## src/rtl/axil_master_cmd.sv

```systemverilog
// Single-outstanding AXI4-Lite initiator: one user command becomes one AXI4-Lite
// write or read, and the outcome is returned on a held valid/ready response port.
module axil_master_cmd #(
    parameter int C_M_AXI_ADDR_WIDTH = 32,
    parameter int C_M_AXI_DATA_WIDTH = 32
) (
    input  logic                            M_AXI_ACLK,
    input  logic                            M_AXI_ARESETN,

    input  logic                            cmd_valid,
    output logic                            cmd_ready,
    input  logic                            cmd_write,
    input  logic [C_M_AXI_ADDR_WIDTH-1:0]   cmd_addr,
    input  logic [C_M_AXI_DATA_WIDTH-1:0]   cmd_wdata,
    input  logic [C_M_AXI_DATA_WIDTH/8-1:0] cmd_wstrb,

    output logic                            rsp_valid,
    input  logic                            rsp_ready,
    output logic [C_M_AXI_DATA_WIDTH-1:0]   rsp_rdata,
    output logic [1:0]                      rsp_resp,
    output logic                            rsp_was_write,
    output logic                            busy,

    output logic [C_M_AXI_ADDR_WIDTH-1:0]   M_AXI_AWADDR,
    output logic [2:0]                      M_AXI_AWPROT,
    output logic                            M_AXI_AWVALID,
    input  logic                            M_AXI_AWREADY,
    output logic [C_M_AXI_DATA_WIDTH-1:0]   M_AXI_WDATA,
    output logic [C_M_AXI_DATA_WIDTH/8-1:0] M_AXI_WSTRB,
    output logic                            M_AXI_WVALID,
    input  logic                            M_AXI_WREADY,
    input  logic [1:0]                      M_AXI_BRESP,
    input  logic                            M_AXI_BVALID,
    output logic                            M_AXI_BREADY,
    output logic [C_M_AXI_ADDR_WIDTH-1:0]   M_AXI_ARADDR,
    output logic [2:0]                      M_AXI_ARPROT,
    output logic                            M_AXI_ARVALID,
    input  logic                            M_AXI_ARREADY,
    input  logic [C_M_AXI_DATA_WIDTH-1:0]   M_AXI_RDATA,
    input  logic [1:0]                      M_AXI_RRESP,
    input  logic                            M_AXI_RVALID,
    output logic                            M_AXI_RREADY
);

    localparam int AW = C_M_AXI_ADDR_WIDTH;
    localparam int DW = C_M_AXI_DATA_WIDTH;
    localparam int SW = C_M_AXI_DATA_WIDTH / 8;

    typedef enum logic [2:0] {
        ST_IDLE,
        ST_WR_REQ,
        ST_WR_RESP,
        ST_RD_REQ,
        ST_RD_DATA,
        ST_RSP
    } state_t;

    state_t          state_reg, state_next;

    logic [AW-1:0]   awaddr_reg, awaddr_next;
    logic [DW-1:0]   wdata_reg, wdata_next;
    logic [SW-1:0]   wstrb_reg, wstrb_next;
    logic [AW-1:0]   araddr_reg, araddr_next;
    logic            awvalid_reg, awvalid_next;
    logic            wvalid_reg, wvalid_next;
    logic            bready_reg, bready_next;
    logic            arvalid_reg, arvalid_next;
    logic            rready_reg, rready_next;

    logic            rsp_valid_reg, rsp_valid_next;
    logic [DW-1:0]   rsp_rdata_reg, rsp_rdata_next;
    logic [1:0]      rsp_resp_reg, rsp_resp_next;
    logic            rsp_was_write_reg, rsp_was_write_next;

    logic            aw_pending;
    logic            w_pending;

    always_ff @(posedge M_AXI_ACLK or negedge M_AXI_ARESETN) begin
        if (!M_AXI_ARESETN) begin
            state_reg         <= ST_IDLE;
            awaddr_reg        <= '0;
            wdata_reg         <= '0;
            wstrb_reg         <= '0;
            araddr_reg        <= '0;
            awvalid_reg       <= 1'b0;
            wvalid_reg        <= 1'b0;
            bready_reg        <= 1'b0;
            arvalid_reg       <= 1'b0;
            rready_reg        <= 1'b0;
            rsp_valid_reg     <= 1'b0;
            rsp_rdata_reg     <= '0;
            rsp_resp_reg      <= 2'b00;
            rsp_was_write_reg <= 1'b0;
        end else begin
            state_reg         <= state_next;
            awaddr_reg        <= awaddr_next;
            wdata_reg         <= wdata_next;
            wstrb_reg         <= wstrb_next;
            araddr_reg        <= araddr_next;
            awvalid_reg       <= awvalid_next;
            wvalid_reg        <= wvalid_next;
            bready_reg        <= bready_next;
            arvalid_reg       <= arvalid_next;
            rready_reg        <= rready_next;
            rsp_valid_reg     <= rsp_valid_next;
            rsp_rdata_reg     <= rsp_rdata_next;
            rsp_resp_reg      <= rsp_resp_next;
            rsp_was_write_reg <= rsp_was_write_next;
        end
    end

    // Every AXI output is a flop; this block only computes what those flops load next.
    always_comb begin
        state_next         = state_reg;
        awaddr_next        = awaddr_reg;
        wdata_next         = wdata_reg;
        wstrb_next         = wstrb_reg;
        araddr_next        = araddr_reg;
        awvalid_next       = awvalid_reg;
        wvalid_next        = wvalid_reg;
        bready_next        = bready_reg;
        arvalid_next       = arvalid_reg;
        rready_next        = rready_reg;
        rsp_valid_next     = rsp_valid_reg;
        rsp_rdata_next     = rsp_rdata_reg;
        rsp_resp_next      = rsp_resp_reg;
        rsp_was_write_next = rsp_was_write_reg;
        aw_pending         = awvalid_reg & ~M_AXI_AWREADY;
        w_pending          = wvalid_reg & ~M_AXI_WREADY;

        case (state_reg)
            ST_IDLE: begin
                if (cmd_valid) begin
                    if (cmd_write) begin
                        awaddr_next  = cmd_addr;
                        wdata_next   = cmd_wdata;
                        wstrb_next   = cmd_wstrb;
                        awvalid_next = 1'b1;
                        wvalid_next  = 1'b1;
                        state_next   = ST_WR_REQ;
                    end else begin
                        araddr_next  = cmd_addr;
                        arvalid_next = 1'b1;
                        state_next   = ST_RD_REQ;
                    end
                end
            end

            ST_WR_REQ: begin
                // AW and W retire independently; a finished channel just stays low.
                awvalid_next = aw_pending;
                wvalid_next  = w_pending;
                if (!aw_pending && !w_pending) begin
                    bready_next = 1'b1;
                    state_next  = ST_WR_RESP;
                end
            end

            ST_WR_RESP: begin
                if (bready_reg && M_AXI_BVALID) begin
                    bready_next        = 1'b0;
                    rsp_resp_next      = M_AXI_BRESP;
                    rsp_rdata_next     = '0;
                    rsp_was_write_next = 1'b1;
                    rsp_valid_next     = 1'b1;
                    state_next         = ST_RSP;
                end
            end

            ST_RD_REQ: begin
                if (arvalid_reg && M_AXI_ARREADY) begin
                    arvalid_next = 1'b0;
                    rready_next  = 1'b1;
                    state_next   = ST_RD_DATA;
                end
            end

            ST_RD_DATA: begin
                if (rready_reg && M_AXI_RVALID) begin
                    rready_next        = 1'b0;
                    rsp_rdata_next     = M_AXI_RDATA;
                    rsp_resp_next      = M_AXI_RRESP;
                    rsp_was_write_next = 1'b0;
                    rsp_valid_next     = 1'b1;
                    state_next         = ST_RSP;
                end
            end

            ST_RSP: begin
                if (rsp_ready) begin
                    rsp_valid_next = 1'b0;
                    state_next     = ST_IDLE;
                end
            end

            default: begin
                state_next = ST_IDLE;
            end
        endcase
    end

    assign cmd_ready     = (state_reg == ST_IDLE);
    assign busy          = (state_reg != ST_IDLE);

    assign rsp_valid     = rsp_valid_reg;
    assign rsp_rdata     = rsp_rdata_reg;
    assign rsp_resp      = rsp_resp_reg;
    assign rsp_was_write = rsp_was_write_reg;

    assign M_AXI_AWADDR  = awaddr_reg;
    assign M_AXI_AWPROT  = 3'b000;
    assign M_AXI_AWVALID = awvalid_reg;
    assign M_AXI_WDATA   = wdata_reg;
    assign M_AXI_WSTRB   = wstrb_reg;
    assign M_AXI_WVALID  = wvalid_reg;
    assign M_AXI_BREADY  = bready_reg;
    assign M_AXI_ARADDR  = araddr_reg;
    assign M_AXI_ARPROT  = 3'b000;
    assign M_AXI_ARVALID = arvalid_reg;
    assign M_AXI_RREADY  = rready_reg;

endmodule

```

## config.mk

```make
export PLATFORM = sky130hd
export DESIGN_NAME = axil_master_cmd
export DESIGN_NICKNAME = d
export VERILOG_FILES = /design/src/rtl/axil_master_cmd.sv
export SDC_FILE = /design/constraint.sdc
export NUM_CORES = 1
export LEC_CHECK = 0
export BUFFER_PORTS_ARGS = -buffer_cell sky130_fd_sc_hd__clkbuf_2
export CORE_AREA = 3 3 124 126
export CTS_CLUSTER_DIAMETER = 80
export DETAILED_ROUTE_END_ITERATION = 7
export DIE_AREA = 0 0 127 129
export GPL_TIMING_DRIVEN = 1
export PLACE_DENSITY = 0.8
export SYNTH_ARGS = -nofsm -noshare
export SYNTH_HDL_FRONTEND = slang
export SYNTH_SLANG_ARGS = --single-unit
export TNS_END_PERCENT = 30
```

## constraint.sdc

```tcl
create_clock -name M_AXI_ACLK -period 2.4 [get_ports M_AXI_ACLK]
set_input_delay 0.12 -clock M_AXI_ACLK [delete_from_list [all_inputs] [get_ports M_AXI_ACLK]]
set_output_delay 0.12 -clock M_AXI_ACLK [all_outputs]
set_load 0.005 [all_outputs]
```

==> results of run 1 <==
[power by group through the flow]
stage / clock, mW / sequential (mW) / combinational (mW)
floorplan: 0 / 4.19 / 1.67
global placement: 0 / 4.20 / 3.16
detailed placement: 0 / 4.26 / 3.29
CTS: 2.74 / 4.24 / 3.44
global route: 2.85 / 4.39 / 3.75
finish: 2.70 / 4.28 / 3.45
[worst min-delay path, stage by stage]
cell and delay (ns):
clkbuf_2 0.08, mux2i_1 0.06, o21ai_0 0.14
[cells in the mapped netlist, drive strengths merged]
master / number / area (um2)
buf: 23 / 197.7
o31ai: 1 / 7.510
conb: 1 / 3.750
o21bai: 1 / 7.510
nand3: 1 / 5.000
mux2i: 2 / 20.02
a21oi: 8 / 40.04
a31oi: 4 / 25.02
nor2b: 1 / 6.260
clkbuf: 5 / 20.01
o21ai: 7 / 35.03
nand2b: 1 / 6.260
nor2: 5 / 26.27
a21boi: 1 / 7.510
a22oi: 1 / 7.510
a22o: 32 / 280.3
a21o: 2 / 15.01
dfrtp: 144 / 3603
nand2: 13 / 56.30
inv: 7 / 26.28
a2bb2oi: 1 / 15.01
o211ai: 1 / 7.510
and2: 1 / 6.260
o221ai: 1 / 8.760
nor4bb: 1 / 25.02
a221oi: 1 / 8.760
mux2: 100 / 1201
and3: 3 / 23.77
a311o: 1 / 10.01
or2: 1 / 6.260
[layout make-up]
class	count	area share
Sequential cell	144	0.4104
Timing Repair Buffer	369	0.2771
Multi-Input combinational cell	197	0.2144
Clock buffer	19	0.05044
Tap cell	184	0.02622
Clock inverter	13	0.01838
Inverter	7	0.002992
[per-stage QoR]
step | power [mW] | utilization
6_report | 10.42 | 0.6088
5_1_grt | 10.99 | 0.6088
4_1_cts | 10.42 | 0.6088
3_5_place_dp | 7.549 | 0.4947
3_3_place_gp | 7.360 | 0.4947
2_1_floorplan | 5.867 | -
[per-layer routing]
metal,vias to the layer above,share of wire,track usage
li1,2056,-,-
met1,2291,0.37,0.2280
met2,242,0.52,0.3671
met3,42,0.079,0.05770
met4,0,0.027,0.08139
met5,-,0,0
[path summary, 6_finish.rpt]
path | to | slack [ns]
max | M_AXI_WDATA[26]$_DFFE_PN0P_ | 0.45
max reg2reg | M_AXI_WDATA[26]$_DFFE_PN0P_ | 0.45
min reg2reg | rsp_rdata[13]$_DFFE_PN0P_ | 0.50
min in group asynchronous | M_AXI_AWADDR[12]$_DFFE_PN0P_ | 0.25
max in group asynchronous | M_AXI_ARADDR[4]$_DFFE_PN0P_ | 1.46
min | rsp_resp[1]$_DFFE_PN0P_ | 0.03
[cells by family after synthesis]
group | after synthesis | share of synthesized area
other | 1 | 0.0006568
muxes | 102 | 0.2139
and+or+nand+nor | 27 | 0.02827
DFF | 144 | 0.6312
AOI/OAI and AO/OA | 62 | 0.08328
buffers and inverters | 35 | 0.04273
[placed cells by master, fill, tap and decap left out, types with 2 or more instances in the layout]
cell type        n
mux2_2          80
nor2_1           4
a21o_1           2
a21oi_1          8
nand2_1         11
inv_2            2
a22o_1          32
clkinvlp_4       4
clkbuf_2       255
a31oi_1          4
buf_4            6
dlygate4sd3_1  104
o21ai_0          7
and3_1           2
clkinv_2         3
bufinv_16        3
clkbuf_16       17
inv_6            2
mux2i_1          2
dfrtp_1        144
mux2_4          20
conb_1           6
inv_1            5
buf_12           3
==> results by group, run 1 <==
Route
  – Post-route ant nets: 0
  – Via density: 4.964
  – WL/cell: 18.14 um
  – DR vias: 4,631
  – Final wirelength: 16,920 um
  – DR iter-0 viols: 209
  – Remaining DRCs: 0
  – First drt pass iteration count: 5

Layout
  – Register area: 0.003603 mm2
  – Design area: 0.008781 mm2
  – Final #Nets: 850
  – Filler cell count: 1,056
  – Ant diodes: 0
  – Area occupied by multi-input gates: 0.001883 mm2
  – Share of cells above drive strength 1: 0.5407
  – Area delta synth->final: 53.80%
  – Post-route insts no fill: 933

Clock tree
  – Setup Fix Bufs, Post-CTS: 0
  – CTS Buf Count: 17
  – Clock latency on the worst-skew pair: 0.41 ns
  – CTS tree: yes
  – Clock sink count: 144
  – CTS Hold Buffers Added: 104
  – Clock transition at path regs: 0.06 ns
  – Clock root buffer: clkbuf_16
  – H-Tree Depth: 4
  – Post-cts resize count: 0
  – Clk buf depth: 2

Setup path
  – Critical Path End Type: flip-flop
  – Crit path arrival time: 2.24 ns
  – Worst path bufs/invs: 2
  – Critical-path top delay cell: dfrtp_1
  – CP Max Fanout: 47
  – Worst R2R Path Depth: 6
  – WP depth: 6
  – FF-to-FF Start: state_reg[1]$_DFFE_PN0P_
  – Crit-path cells: nor2_4 -> nand2_4 -> inv_2 -> and3_4 -> buf_12 -> mux2_2
  – Crit path from: state_reg[1]$_DFFE_PN0P_
  – Delay-heaviest family, CP: simple AND/OR/NAND/NOR gates
  – CP max stage delay: 0.51 ns
  – Startpoint Class: flip-flop
  – Critical Path RT: 2.69 ns
  – Crit Path Category: reg2reg

Hold path
  – Hold_sp: M_AXI_RRESP[1]
  – Worst hold path type: in2reg
  – Hold path depth: 3

Timing
  – Post-layout min period: 1.950 ns
  – Post-Route Setup TNS: 0 ns
  – Hold Slack: 0.02973 ns
  – Final number of setup-violating endpoints: 0
  – Hold Violations, Final: 0
  – Post-Route Skew: 0.009092 ns
  – Worst Max-Slew Pin Slew: 0.5231 ns
  – Slew HR: 0.6513
  – Period utilization: 0.8124
  – Setup WS post-layout: 0.4501 ns
  – Final Max Slew Viols: 0
  – Highest Clock Rate: 512.9 MHz
  – Unrepaired setup endpoints after global routing: no

Floorplanning
  – IO Pins: 263
  – Starting Density: 0.3958
  – Core area: 0.01442 mm2
  – Die Span Y: 129 um
  – Rows: 44
  – Die area: 0.01638 mm2
  – Die W: 127 um

Placement
  – Hpwl dp: 10,580 um
  – Dpl ws: 0.4727 ns
  – Area after DPL: 0.007136 mm2
  – Port buffer count: 256
  – GP Congestion: 0.8875
  – Placed Cells: 797

Logic synthesis
  – Yosys cell types: 39
  – Ys Warns: 0
  – Synth Cell Area: 0.005709 mm2
  – Yosys reg bits: 144
  – Sequential element share of the synthesized area: 0.6312
  – Mean Syn Cell Area: 15.39 um2
  – Gate Count Post-Synth: 371

GRT
  – Antenna violations before repair: 0
  – Global route overflow: 0
  – Global-route wire length before repair: 26,280 um
  – Vias in the first global route: 5,035
  – Total global routing track utilization: 0.2037
  – Largest net degree at the start of global routing: 57

Power and ir drop
  – Leakage: 4.435 nW
  – Flop pwr share: 0.411
  – Net switching power: 3.230 mW
  – Clock group share of total power: 0.259
  – Switch share: 0.3099
  – Combinational share of power: 0.331
  – Worst vdd ir: 0.6188 mV
  – Int Power: 7.192 mW
  – Pwr Density: 1187 mW/mm2

Run
  – Max capacitance violation total: 0

Status
  – Status: completed
Power figures use the tool's default switching activity.
==> run 2: changes to the inputs <==
--- a/config.mk
+++ b/config.mk
@@ -5,13 +5,14 @@
 export SDC_FILE = /design/constraint.sdc
 export NUM_CORES = 1
 export LEC_CHECK = 0
+export ABC_AREA = 1
 export BUFFER_PORTS_ARGS = -buffer_cell sky130_fd_sc_hd__clkbuf_2
-export CORE_AREA = 3 3 124 126
+export CORE_AREA = 3 3 125 127
 export CTS_CLUSTER_DIAMETER = 80
 export DETAILED_ROUTE_END_ITERATION = 7
-export DIE_AREA = 0 0 127 129
+export DIE_AREA = 0 0 128 130
 export GPL_TIMING_DRIVEN = 1
-export PLACE_DENSITY = 0.8
+export PLACE_DENSITY = 0.83
 export SYNTH_ARGS = -nofsm -noshare
 export SYNTH_HDL_FRONTEND = slang
 export SYNTH_SLANG_ARGS = --single-unit
==> constraint.sdc (replaced) <==
create_clock -name M_AXI_ACLK -period 1.65 [get_ports M_AXI_ACLK]
set_input_delay 0.0825 -clock M_AXI_ACLK [delete_from_list [all_inputs] [get_ports M_AXI_ACLK]]
set_output_delay 0.0825 -clock M_AXI_ACLK [all_outputs]
set_load 0.005 [all_outputs]
==> run 2 against run 1 <==
  * Total power is 50% higher
  * Die area is 1.6% higher
  * Maximum frequency is 27% higher
  * Final area is 3.0% higher
  * Cell count is 28% higher
  * Worst hold slack better by 0.011 ns
  * Combinational power is 54% higher
  * Non-clock buffer count is 9 higher
  * Via count is 24% higher
  * Critical endpoint is now M_AXI_WDATA[14]$_DFFE_PN0P_
==> results by group, run 2 <==
Status
  – Status: completed

Setup path
  – Crit path arrival time: 1.87 ns (-0.37 ns)
  – Critical Path End Type: flip-flop
  – Crit Path Category: reg2reg
  – FF-to-FF Start: state_reg[1]$_DFFE_PN0P_
  – Crit path from: state_reg[1]$_DFFE_PN0P_
  – CP Max Fanout: 40 (-15%)
  – Critical Path RT: 1.99 ns (-0.70 ns)
  – Startpoint Class: flip-flop

Logic synthesis
  – Top area cells in the synthesized netlist: dfrtp_1 62%, nand2_1 17%, nand3_1 3.9%, o21ai_0 3.9%, inv_1 3.0%
  – Post-synth top cells: 270 x nand2_1, 144 x dfrtp_1, 47 x inv_1, 46 x nand3_1, 46 x o21ai_0
  – Mean Syn Cell Area: 9.158 um2 (-40%)
  – Area share of the largest cell type after synthesis: 0.6167 (-0.01446)
  – Sequential element share of the synthesized area: 0.6167 (-0.01446)
  – Yosys cell types: 25 (-36%)
  – Commonest register cell after synthesis: dfrtp_1
  – Ys Warns: 0 (unchanged)
  – Synth Cell Area: 0.005843 mm2 (+2.3%)
  – Gate Count Post-Synth: 638 (+72%)
  – Number of synthesized flops with an enable pin: 0 (unchanged)
  – Leading area contributor after synthesis: dfrtp_1
  – Async set-reset flop share out of synthesis: 1.000 (unchanged)
  – Top-count cell post-synth: nand2_1
  – Yosys reg bits: 144 (unchanged)

Placement
  – Dpl ws: 0.1214 ns (-0.3513 ns)
  – GP Congestion: 0.8757 (-1.3%)
  – Hpwl dp: 10,930 um (+3.3%)
  – Port buffer count: 256 (unchanged)

Timing
  – Period utilization: 0.9290 (+0.1166)
  – Setup WS post-layout: 0.1171 ns (-0.3331 ns)
  – Final number of setup-violating endpoints: 0 (unchanged)
  – Highest Clock Rate: 652.4 MHz (+27%)
  – Hold Violations, Final: 0 (unchanged)
  – Post-Route Skew: 0.01158 ns (+0.002487 ns)
  – Unrepaired setup endpoints after global routing: no
  – Final Max Slew Viols: 0 (unchanged)
  – Post-layout min period: 1.533 ns (-0.4169 ns)
  – Post-Route Setup TNS: 0 ns (unchanged)

Clock tree
  – Clock sink count: 144 (unchanged)
  – CTS Buf Count: 17 (unchanged)
  – CTS tree: yes
  – Clock root buffer: clkbuf_16
  – Clk buf depth: 2 (unchanged)
  – Clock transition at path regs: 0.06 ns (about the same)
  – H-Tree Depth: 4 (unchanged)
  – Clock latency on the worst-skew pair: 0.41 ns (about the same)

GRT
  – Global-route wire length before repair: 29,240 um (+11%)
  – Antenna violations before repair: 0 (unchanged)
  – Global route overflow: 0 (unchanged)
  – Total global routing track utilization: 0.2215 (+0.01786)
  – Vias in the first global route: 5,892 (+17%)
  – Largest net degree at the start of global routing: 66 (+16%)

Floorplanning
  – Die Span Y: 130 um (+0.78%)
  – Starting Density: 0.4020 (+0.006213)
  – Die W: 128 um (+0.79%)
  – Core area: 0.01453 mm2 (+0.76%)
  – Die area: 0.01664 mm2 (+1.6%)
  – IO Pins: 263 (unchanged)
  – Rows: 44 (unchanged)

Route
  – Wire length on met3: 1536 um (+14%)
  – First drt pass iteration count: 5 (unchanged)
  – WL/cell: 15.47 um (-15%)
  – DR iter-0 viols: 305 (+46%)
  – Via density: 4.789 (-3.5%)
  – Remaining DRCs: 0 (unchanged)
  – Final wirelength: 18,530 um (+9.5%)
  – Metal-1 WL: 7086 um (+13%)
  – DR vias: 5,737 (+24%)
  – DR WL met2: 9403 um (+6.0%)
  – Post-route ant nets: 0 (unchanged)
  – Uppermost routed layer: met4

Power and ir drop
  – Pwr Density: 1732 mW/mm2 (+46%)
  – Worst vdd ir: 0.8603 mV (+39%)
  – Leakage: 5.115 nW (+15%)
  – Total power: 15.67 mW (+50%)

Hold path
  – Hold_sp: M_AXI_AWREADY
  – Worst hold path type: in2reg

Layout
  – Final #Nets: 1,115 (+31%)
  – Share of cells above drive strength 1: 0.3241 (-0.2166)
  – Commonest non-fill, non-tap cells in the layout: 269 x nand2_1, 255 x clkbuf_2, 142 x dfrtp_1
  – Area delta synth->final: 54.84%
  – Commonest non-fill, non-tap cell in the layout: nand2_1
  – Filler cell count: 1,101 (+4.3%)

Run
  – Max capacitance violation total: 0 (unchanged)
run 2: changes by cell type in the layout (fill, tap and decap cells not counted), sizes merged, moves of 3 or more:
cell      change
a31oi         -4
buf           +7
mux2        -100
inv          +43
a22o         -32
bufinv        +3
nand3        +45
clkinvlp      -4
nand2       +261
a21oi         -5
and3          -3
o21ai        +61
run 2: power breakdown:
part	leakage, nW	switching, mW	total (mW)	internal [mW]
Sequential	1.81	0.981	6.04	5.06
Combinational	2.98	2.89	5.30	2.41
Clock	0.321	1.49	4.33	2.84
run 2: through the flow:
step / area [um2] / hold slack [ns] / util / cells
2_1_floorplan: 5862 / -0.2131 / - / 643
3_3_place_gp: 7259 / 0.02327 / 0.4995 / 1056
3_5_place_dp: 7259 / 0.02481 / 0.4995 / 1056
4_1_cts: 9009 / 0.02241 / 0.6198 / 1192
5_1_grt: 9042 / 0.06804 / 0.6222 / 1196
6_report: 9047 / 0.04087 / 0.6225 / 1198
run 2: cells by family after synthesis:
group                  Yosys count  synth area share
other                            1         0.0006418
AO/OA/AOI/OAI                   74           0.07109
buffers and inverters           90           0.08030
AND/OR/NAND/NOR                329            0.2313
flip-flops                     144            0.6167
run 2: path summary, 6_finish.rpt:
kind                       slack [ns]                           to  cells past startpoint
max in group asynchronous        0.85    rsp_rdata[27]$_DFFE_PN0P_                      3
setup reg to reg                 0.12  M_AXI_WDATA[14]$_DFFE_PN0P_                      7
min in group asynchronous        0.17    rsp_rdata[19]$_DFFE_PN0P_                      2
hold reg to reg                  0.47  M_AXI_WDATA[23]$_DFFE_PN0P_                      2
hold / removal                   0.04    M_AXI_AWVALID$_DFFE_PN0P_                      6
setup / recovery                 0.12  M_AXI_WDATA[14]$_DFFE_PN0P_                      7
run 2: cell type report:
type                       instances  area, um2  share of cell area
inverter                          51      198.9             0.02199
timing repair buffer             378       2554              0.2823
clock buffer                      18      429.2             0.04743
antenna                            2      5.005           0.0005532
clock inverter                    12      232.7             0.02572
sequential                       144       3606              0.3986
multi-input combinational        409       1792              0.1980
tap                              184      230.2             0.02545
run 2: timing repair:
item / CTS / global route
endpoints found under the setup margin: 1 / 4
buffers inserted: 0 / 4
resized for setup: 3 / 2
cloned: 1 / 0
pin swaps: 0 / 1
endpoints found under the hold margin: 277 / 0
hold buffers: 105 / 0
run 2: worst max-delay path, stage by stage (launching register included):
cell	delay (ns)
dfrtp_2	0.46
inv_2	0.09
nand2_2	0.13
clkinv_4	0.10
nand2_4	0.08
buf_4	0.37
nand2_1	0.13
nand2_1	0.10
run 2: per-layer routing:
metal	GRT usage	up-vias
met5	0	-
met2	0.3857	302
met1	0.2546	2685
li1	-	2709
met3	0.06099	41
met4	0.1030	0
==> run 3: changes to the inputs <==
--- a/config.mk
+++ b/config.mk
@@ -13,6 +13,7 @@
 export DIE_AREA = 0 0 128 130
 export GPL_TIMING_DRIVEN = 1
 export PLACE_DENSITY = 0.83
+export SETUP_SLACK_MARGIN = 0.3
 export SYNTH_ARGS = -nofsm -noshare
 export SYNTH_HDL_FRONTEND = slang
 export SYNTH_SLANG_ARGS = --single-unit
==> run 3 against run 2 <==
  * First-iteration DRC count is 19% higher
  * Worst setup slack better by 0.058 ns
  * Global-route usage is 0.59 points higher
  * Via count is 6.8% higher
  * Sequential power is 1% higher
==> results by group, run 3 (synthesized netlist as in run 2, its figures left out) <==
Placement
  – Hpwl dp: 10,930 um (unchanged)
  – Port buffer count: 256 (unchanged)
  – GP Congestion: 0.8757 (unchanged)
  – Dpl ws: 0.1214 ns (unchanged)

Setup path
  – CP Max Fanout: 8 (-80%)
  – Crit-path cells: nor2_4 -> nand2_2 -> inv_4 -> buf_6 -> nand2_8 -> clkbuf_16 -> nand2_1 -> o21ai_1
  – Startpoint Class: flip-flop
  – Critical-path top delay cell: dfrtp_2
  – Crit path arrival time: 1.75 ns (-0.12 ns)
  – CP max stage delay: 0.45 ns (about the same)
  – Critical Path RT: 1.92 ns (-0.07 ns)
  – Delay-heaviest family, CP: flip-flops
  – Crit Path Category: reg2reg
  – Worst path bufs/invs: 3 (unchanged)
  – Critical Path End Type: flip-flop

Layout
  – Filler cell count: 1,011 (-8.2%)
  – Area delta synth->final: 65.27%
  – Share of cells above drive strength 1: 0.3715 (+0.04740)
  – Final #Nets: 1,142 (+2.4%)
  – Util after Layout: 0.6644 (+0.04192)
  – Commonest non-fill, non-tap cells in the layout: 254 x nand2_1, 254 x clkbuf_2, 141 x dfrtp_1

Floorplanning
  – IO Pins: 263 (unchanged)
  – Starting Density: 0.4020 (unchanged)
  – Die W: 128 um (unchanged)
  – Die area: 0.01664 mm2 (unchanged)
  – Core area: 0.01453 mm2 (unchanged)
  – Die Span Y: 130 um (unchanged)
  – Rows: 44 (unchanged)

Route
  – First drt pass iteration count: 5 (unchanged)
  – DR iter-0 viols: 364 (+19%)
  – DR vias: 6,125 (+6.8%)
  – Remaining DRCs: 0 (unchanged)
  – Post-route ant nets: 0 (unchanged)
  – Via density: 5.000 (+4.4%)
  – WL/cell: 18.15 um (+17%)
  – Final wirelength: 22,230 um (+20%)

Clock tree
  – CTS Buf Count: 17 (unchanged)
  – Clock transition at path regs: 0.06 ns (about the same)
  – Clock latency on the worst-skew pair: 0.41 ns (about the same)
  – Clock root buffer: clkbuf_16
  – Clk buf depth: 2 (unchanged)
  – CTS tree: yes
  – H-Tree Depth: 4 (unchanged)
  – Clock sink count: 144 (unchanged)

Run
  – Max capacitance violation total: 0 (unchanged)

Timing
  – Period utilization: 0.8938 (-0.03520)
  – Highest Clock Rate: 678.0 MHz (+3.9%)
  – Hold Slack: 0.04190 ns (+0.001028 ns)
  – Post-Route Setup TNS: 0 ns (unchanged)
  – Setup WS post-layout: 0.1752 ns (+0.05807 ns)
  – Hold Violations, Final: 0 (unchanged)
  – Final Max Slew Viols: 0 (unchanged)
  – Final number of setup-violating endpoints: 0 (unchanged)
  – Post-Route Skew: 0.009998 ns (-0.001582 ns)
  – Unrepaired setup endpoints after global routing: yes
  – Post-layout min period: 1.475 ns (-0.05807 ns)

GRT
  – Total global routing track utilization: 0.2274 (+0.005904)
  – Vias in the first global route: 5,970 (+1.3%)
  – Global route overflow: 0 (unchanged)
  – Global-route wire length before repair: 29,920 um (+2.3%)
  – Antenna violations before repair: 0 (unchanged)
  – Largest net degree at the start of global routing: 66 (unchanged)

Status
  – Status: completed

Power and ir drop
  – Pwr Density: 1756 mW/mm2 (+1.4%)
  – Leakage: 5.381 nW (+5.2%)
  – Worst vdd ir: 1.026 mV (+19%)

Hold path
  – Worst hold path type: in2reg
-- run 3: cell types whose count changed in the layout (fill, tap and decap cells not counted), sizes merged --
cell / before / now
clkbuf: 273 / 280
clkinv: 5 / 4
inv: 52 / 54
buf: 17 / 36
nand2: 274 / 275
bufbuf: 1 / 0
-- run 3: stage by stage --
step	instance area [um2]	power (mW)	cells
after floorplan	5862	8.406	643
after global placement	7259	10.58	1056
after detailed placement	7259	10.78	1056
after CTS	9173	15.92	1207
after global routing	9652	17.91	1223
final	9657	16.96	1225
-- run 3: routing by layer --
metal,vias to the layer above,global-route usage,share of wire
li1,2771,-,-
met5,-,0,0
met3,72,0.06795,0.090
met4,0,0.1186,0.041
met2,385,0.3916,0.51
met1,2897,0.2562,0.36
-- run 3: final cells by class --
cell class | instances | area [um2] | area share
diodes | 2 | 5.005 | 0.0005183
clock buffers | 18 | 429.2 | 0.04444
clock inverters | 12 | 232.7 | 0.02410
inverters | 51 | 201.4 | 0.02086
multi-input cells | 410 | 1976 | 0.2046
flip-flops and latches | 144 | 3607 | 0.3735
well taps | 184 | 230.2 | 0.02384
repair buffers | 403 | 2964 | 0.3069
repair inverters | 1 | 11.26 | 0.001166
-- run 3: power by group --
part / switching (mW) / internal [mW] / leakage [nW]
clock network: 1.50 / 2.84 / 0.321
registers: 1.06 / 5.06 / 1.81
logic: 3.46 / 3.03 / 3.25
-- run 3: worst paths after layout --
| kind | start | endpoint | slack (ns) | depth (start not counted) |
|---|---|---|---|---|
| worst max-delay path | state_reg[0]$_DFFE_PN0P_ | M_AXI_ARADDR[3]$_DFFE_PN0P_ | 0.18 | 8 |
| worst min-delay path | M_AXI_AWREADY | M_AXI_AWVALID$_DFFE_PN0P_ | 0.04 | 6 |
| worst max register to register | state_reg[0]$_DFFE_PN0P_ | M_AXI_ARADDR[3]$_DFFE_PN0P_ | 0.18 | 8 |
| worst min register to register | M_AXI_WDATA[23]$_DFFE_PN0P_ | M_AXI_WDATA[23]$_DFFE_PN0P_ | 0.47 | 2 |
| max in group asynchronous | M_AXI_ARESETN | M_AXI_WDATA[9]$_DFFE_PN0P_ | 0.85 | 3 |
| min in group asynchronous | M_AXI_ARESETN | rsp_rdata[19]$_DFFE_PN0P_ | 0.16 | 2 |
-- run 3: what timing repair did --
item | 4_1_cts | 5_1_grt
gates resized for setup | 17 | 71
cloned | 2 | 15
setup buffers | 14 | 1
endpoints found under the hold margin | 278 | 0
hold buffers | 105 | 0
pin swaps | 5 | 4
endpoints found under the setup margin | 141 | 144
-- run 3: worst min-delay path, cell delays in order --
cell	delay (ns)
clkbuf_2	0.07
inv_1	0.03
nand2_1	0.06
nand2_1	0.05
o21ai_0	0.07
inv_1	0.04
